$ cat src/rtl/face_detect_mul_pkg.sv
// Shared widths, tag type and round-robin helper for the face_detect shared multiplier.
package face_detect_mul_pkg;

   localparam int A_W      = 16;
   localparam int B_W      = 7;
   localparam int P_W      = 23;
   localparam int MAX_REQ  = 8;
   localparam int TAG_ID_W = 3;

   typedef struct packed {
      logic                valid;
      logic [TAG_ID_W-1:0] id;
   } tag_t;

   // Returns the first lane at or after ptr (mod nreq) whose valid bit is set.
   // When no lane is valid the result is ptr itself; callers qualify with valid_vec.
   function automatic logic [TAG_ID_W-1:0] next_rr(
      input logic [TAG_ID_W-1:0] ptr,
      input logic [MAX_REQ-1:0]  valid_vec,
      input int                  nreq
   );
      int idx;
      // NOTE: blocking assignments here: a function body is plain sequential code,
      // each line sees the previous line's result within the same evaluation.
      next_rr = ptr;
      for (int k = MAX_REQ - 1; k >= 0; k--) begin
         idx = int'(ptr) + k;
         if (idx >= nreq) idx = idx - nreq;
         if (k < nreq && valid_vec[idx]) next_rr = TAG_ID_W'(idx);
      end
   endfunction

endpackage

$ cat src/rtl/face_detect_mul_pipe.sv
// LAT-stage 16-bit-unsigned x 7-bit-signed multiplier; every stage advances only on ce.
module face_detect_mul_pipe
   import face_detect_mul_pkg::*;
#(
   parameter int LAT = 3
) (
   input  logic           clk,
   input  logic           reset,
   input  logic           ce,
   input  logic [A_W-1:0] a,
   input  logic [B_W-1:0] b,
   output logic [P_W-1:0] p
);

   logic signed [P_W-1:0] a_ext;
   logic signed [P_W-1:0] b_ext;
   logic signed [P_W-1:0] p_stage [LAT];

   assign a_ext = P_W'($signed({1'b0, a}));
   assign b_ext = P_W'($signed(b));

   // NOTE: the product stages are cleared on reset as well, so nothing computed
   // before reset can ever be loaded into the result register afterwards.
   always_ff @(posedge clk or posedge reset) begin
      if (reset) begin
         for (int k = 0; k < LAT; k++) p_stage[k] <= '0;
      end else if (ce) begin
         p_stage[0] <= a_ext * b_ext;
         for (int k = 1; k < LAT; k++) p_stage[k] <= p_stage[k-1];
      end
   end

   assign p = p_stage[LAT-1];

endmodule

$ cat src/rtl/face_detect_mul_arbiter.sv
// Round-robin arbiter sharing one pipelined multiplier among NREQ lanes, with a
// tag pipe, a tagged result register and a global stall when the consumer backpressures.
module face_detect_mul_arbiter
   import face_detect_mul_pkg::*;
#(
   parameter int NREQ    = 4,
   parameter int MUL_LAT = 3,
   parameter int ID_W    = 2
) (
   input  logic                clk,
   input  logic                reset,
   input  logic [NREQ-1:0]     req_valid,
   output logic [NREQ-1:0]     req_ready,
   input  logic [NREQ*A_W-1:0] req_a,
   input  logic [NREQ*B_W-1:0] req_b,
   output logic                res_valid,
   input  logic                res_ready,
   output logic [ID_W-1:0]     res_id,
   output logic [P_W-1:0]      res_p
);

   logic                ce;
   logic                gnt;
   logic [ID_W-1:0]     ptr;
   logic [ID_W-1:0]     gnt_id;
   logic [TAG_ID_W-1:0] rr_idx;
   logic [A_W-1:0]      a_sel;
   logic [B_W-1:0]      b_sel;
   logic [P_W-1:0]      pipe_p;
   tag_t                tag_q [MUL_LAT];

   assign ce     = !(res_valid && !res_ready);
   assign rr_idx = next_rr(TAG_ID_W'(ptr), MAX_REQ'(req_valid), NREQ);
   assign gnt_id = ID_W'(rr_idx);
   assign gnt    = ce && !reset && req_valid[gnt_id];
   assign a_sel  = req_a[gnt_id*A_W +: A_W];
   assign b_sel  = req_b[gnt_id*B_W +: B_W];

   // NOTE: req_ready gets its all-zero default first so every path assigns it
   // and no latch is inferred.
   always_comb begin
      req_ready = '0;
      if (gnt) req_ready[gnt_id] = 1'b1;
   end

   always_ff @(posedge clk or posedge reset) begin
      if (reset) begin
         ptr <= '0;
      end else if (gnt) begin
         ptr <= (gnt_id == ID_W'(NREQ - 1)) ? '0 : gnt_id + 1'b1;
      end
   end

   // Tag pipe mirrors the multiplier stages one-for-one so the tail tag matches pipe_p.
   always_ff @(posedge clk or posedge reset) begin
      if (reset) begin
         for (int k = 0; k < MUL_LAT; k++) tag_q[k] <= '0;
      end else if (ce) begin
         tag_q[0] <= '{valid: gnt, id: TAG_ID_W'(gnt_id)};
         for (int k = 1; k < MUL_LAT; k++) tag_q[k] <= tag_q[k-1];
      end
   end

   face_detect_mul_pipe #(.LAT(MUL_LAT)) u_pipe (
      .clk   (clk),
      .reset (reset),
      .ce    (ce),
      .a     (a_sel),
      .b     (b_sel),
      .p     (pipe_p)
   );

   always_ff @(posedge clk or posedge reset) begin
      if (reset) begin
         res_valid <= 1'b0;
         res_id    <= '0;
         res_p     <= '0;
      end else if (ce) begin
         res_valid <= tag_q[MUL_LAT-1].valid;
         res_id    <= ID_W'(tag_q[MUL_LAT-1].id);
         res_p     <= pipe_p;
      end
   end

endmodule

$ cat config.mk
export PLATFORM = sky130hd
export DESIGN_NAME = face_detect_mul_arbiter
export DESIGN_NICKNAME = d
export VERILOG_FILES = /design/src/rtl/face_detect_mul_pkg.sv /design/src/rtl/face_detect_mul_pipe.sv /design/src/rtl/face_detect_mul_arbiter.sv
export SDC_FILE = /design/constraint.sdc
export NUM_CORES = 1
export LEC_CHECK = 0
export ABC_AREA = 1
export CELL_PAD_IN_SITES_DETAIL_PLACEMENT = 1
export CELL_PAD_IN_SITES_GLOBAL_PLACEMENT = 1
export CORE_UTILIZATION = 37
export CTS_CLUSTER_SIZE = 28
export DETAILED_ROUTE_END_ITERATION = 10
export PLACE_DENSITY_LB_ADDON = 0.1
export SLEW_MARGIN = 20
export SYNTH_ARGS = -nofsm -noshare
export SYNTH_HDL_FRONTEND = slang
export SYNTH_SLANG_ARGS = --single-unit
export TNS_END_PERCENT = 20
$ cat constraint.sdc
create_clock -name clk -period 5.9 [get_ports clk]
set_clock_uncertainty 0.05 [all_clocks]
set_input_delay 1.18 -clock clk [delete_from_list [all_inputs] [get_ports clk]]
set_output_delay 1.18 -clock clk [all_outputs]
set_load 0.01 [all_outputs]
==> impl_metrics.py <==
metrics = {
    "timing": {
        "final_critical_path_setup_slack_ps": -360.7,
        "min_period_over_period": 1.061,
        "tightest_pin_transition_ps": 896.9,
        "maxClockFrequency_mhz": 159.7,
        "final_period_minus_worst_setup_slack_ps": 6261,
        "relSlewSlack": 0.4021,
        "setup_viol_count_final": 15,
        "timing.final.hold_violations": 0,
        "number_of_pins_exceeding_their_max_slew_limit_in_the_final_report": 0,
        "grt_setup_unrepaired": "true",
    },
    "floorplanning": {
        "die_area_mm2": 0.02475,
        "dieWidth_um": 157.3,
        "core_area_mm2": 0.02354,
        "std_cell_rows": 56,
        "initial_standard_cell_utilization_of_the_core": 0.3791,
        "top_level_ports": 129,
        "chipHeight_um": 157.3,
    },
    "clock_tree": {
        "clk_root_buffer_cell": "clkbuf_16",
        "worstSkewPairLatency_ps": 360,
        "cts.htree.levels": 3,
        "number_of_buffers_created_by_cts": 9,
        "cts.path.max_buffers": 2,
        "clkTransAtPathRegs_ps": 80,
        "clock_sink_count": 106,
        "tritoncts_clock_tree": "built",
    },
    "run_status": {
        "violations": "negative setup slack",
        "outcome": "finished with violations",
    },
    "route": {
        "first_iter_violations": 317,
        "detail_route.wl_per_cell_um": 16.08,
        "post_drt_via_cell_ratio": 4.814,
        "length_of_the_first_detailed_routing_pass_in_iterations": 6,
        "drt_drc_violations_left": 0,
        "route.vias.total": 8337,
        "ant_nets": 0,
        "postRouteWirelength_um": 27850,
    },
    "critical_path": {
        "timing.critical_path.buf_inv": 7,
        "worst_path_arrival_ps": 6450,
        "most_used_cell_cp": "nand2_1",
        "critical_path.max_stage_delay_ps": 560,
        "worst-path-max-fanout": 5,
        "crit_required_ps": 6090,
        "timing.critical_path.slowest_stage_cell": "fa_1",
        "timing.critical_path.max_delay_family": "adder cells",
        "cp_launch_type": "primary input",
        "regToRegSetupSlack_ps": -100,
        "end_kind": "register",
        "timing.setup.critical_path_class": "primary input to register",
    },
    "synth": {
        "synth_edf_count": 0,
        "synth_cells": 1148,
        "synth.yosys.seq_area_share": 0.2972,
        "yosys_register_bits": 106,
        "yosys_warnings": 0,
        "synth_area_mm2": 0.008925,
        "netlist-cell-type-count": 45,
        "synth_flop_cell": "dfrtp_1",
        "avg_cell_area_syn_um2": 7.774,
        "synth-async-reset-ratio": 1.000,
        "synth_fp_nets": 1376,
    },
    "grt": {
        "wire_length_of_the_first_global_routing_pass_um": 45260,
        "grt_pass1_vias": 9071,
        "global_route.usage.total": 0.2353,
        "antenna_found_initial": 0,
        "globalRouteOverflowTotal": 0,
        "largest_net_degree_at_the_start_of_global_routing": 98,
    },
    "finish": {
        "finalNonFillerCells": 1732,
        "area_growth_syn_to_layout_pct": 44.02,
        "insertedDiodeCount": 0,
        "drive_gt1_frac": 0.2810,
        "fin_nets": 1636,
        "post_route_utilization": 0.5460,
    },
    "placement": {
        "finalWeightedCongestion": 0.8346,
        "hpwlAfterDp_um": 20910,
        "port-buffer-count": 128,
        "placed_cells_incl_taps": 1672,
    },
    "worst_hold_path": {
        "hold_path_class": "register to register",
    },
    "run": {
        "drv_cap": 0,
    },
}
==> cell usage after synthesis (2+ instances only) <==
library cell	instances	area, um^2
nand2_2	9	56.30
nand3_1	35	175.2
inv_1	184	690.7
or2_2	6	37.54
dfrtp_1	106	2653
o21ai_2	9	78.83
nand2_1	229	859.6
buf_4	6	45.04
nand3_2	4	40.04
a32o_1	2	20.02
xor2_1	3	26.28
and2_1	3	18.77
and2_4	2	17.52
buf_2	8	40.04
nand2_4	2	22.52
buf_6	11	123.9
nor2_2	20	125.1
o211ai_1	2	15.01
a21o_1	2	15.01
nor3_1	4	20.02
clkbuf_1	22	82.58
xnor2_1	3	26.28
nand3b_1	2	15.01
nor2_1	132	495.5
a31oi_1	2	12.51
nand4_1	4	25.02
a21oi_1	28	140.1
o21ai_1	15	75.07
fa_1	70	1401
ha_1	59	738.2
o21ai_0	133	665.6
inv_2	18	67.56
==> tightest hold or removal path: stages (launching register included) <==
cell	delay, ps
dfrtp_1	330
inv_1	50
nand2_1	60
==> routing by layer <==
metal / global-route usage / up-vias / share of wire / wire length (um)
met1: 0.2952 / 4095 / 0.44 / 12360
met3: 0.02313 / 48 / 0.017 / 463
met4: 0.05825 / 0 / 0.021 / 585
met5: 0 / - / 0 / 0
li1: - / 4085 / - / -
met2: 0.4300 / 109 / 0.52 / 14440
==> stage by stage <==
stage	TNS (ps)	area (um^2)	hold WS [ps]	setup WS [ps]
6_report	-4088	12850	422.4	-360.7
3_5_place_dp	-20160	11660	409.5	-1392
4_1_cts	-2696	12550	430.5	-289.5
5_1_grt	-9494	12850	454.8	-697.8
3_3_place_gp	-17970	11660	399.0	-1254
2_1_floorplan	-743.6	9266	369.8	-108.6
==> registers in the layout, indices dropped and copies added (netlist names) <==
signal and count:
ptr 2, res_id 2, u_pipe.p_stage 46, tag_q 9, res_valid 1, u_pipe.p 23, res_p 23
==> placed cells by master (no fill, tap or decap), types with 14 or more instances in the layout <==
master,n
ha_4,14
o21ai_1,28
inv_1,167
nand2_2,22
a21oi_1,15
o21ai_0,102
inv_2,30
fa_1,65
buf_4,149
ha_1,45
nand3_1,29
nand2_1,209
nor2_1,102
nor2_4,14
clkdlybuf4s50_1,124
o21ai_2,26
nor2_2,36
dfrtp_1,106
==> final timing paths <==
kind	startpoint	endpoint	cells after the start
hold / removal	tag_q[3]	res_valid	2
hold reg to reg	tag_q[3]	res_valid	2
setup reg to reg	ptr[0]	u_pipe.p_stage[68]	36
min in group asynchronous	reset	ptr[0]	2
setup / recovery	req_valid[2]	u_pipe.p_stage[68]	36
max in group asynchronous	reset	u_pipe.p_stage[55]	3
==> area by class of cell <==
| type | count | area [um^2] |
|---|---|---|
| flip-flops and latches | 106 | 2653 |
| multi-input cells | 791 | 5911 |
| repair buffers | 297 | 2804 |
| fillers | 2813 | 10690 |
| clock inverters | 7 | 80.08 |
| inverters | 203 | 782.0 |
| well taps | 319 | 399.1 |
| clock buffers | 9 | 225.2 |
==> logic make-up after synthesis <==
logic type	after synthesis	synth area share
simple gates	454	0.2152
buf+inv	251	0.1187
compound gates	202	0.1232
fa+ha+maj	129	0.2397
flops	106	0.2972
xor+xnor	6	0.005889
==> what timing repair did <==
| action | CTS | global route |
|---|---|---|
| gates cloned | 4 | 1 |
| resized for setup | 111 | 52 |
| pin swaps | 51 | 44 |
| setup endpoints to repair | 18 | 17 |
| buffers inserted | 27 | 12 |
| hold buffers | 0 | 0 |
Power is not shown: default switching activity piles up to over one toggle a cycle in this logic, so the estimate is an artifact.
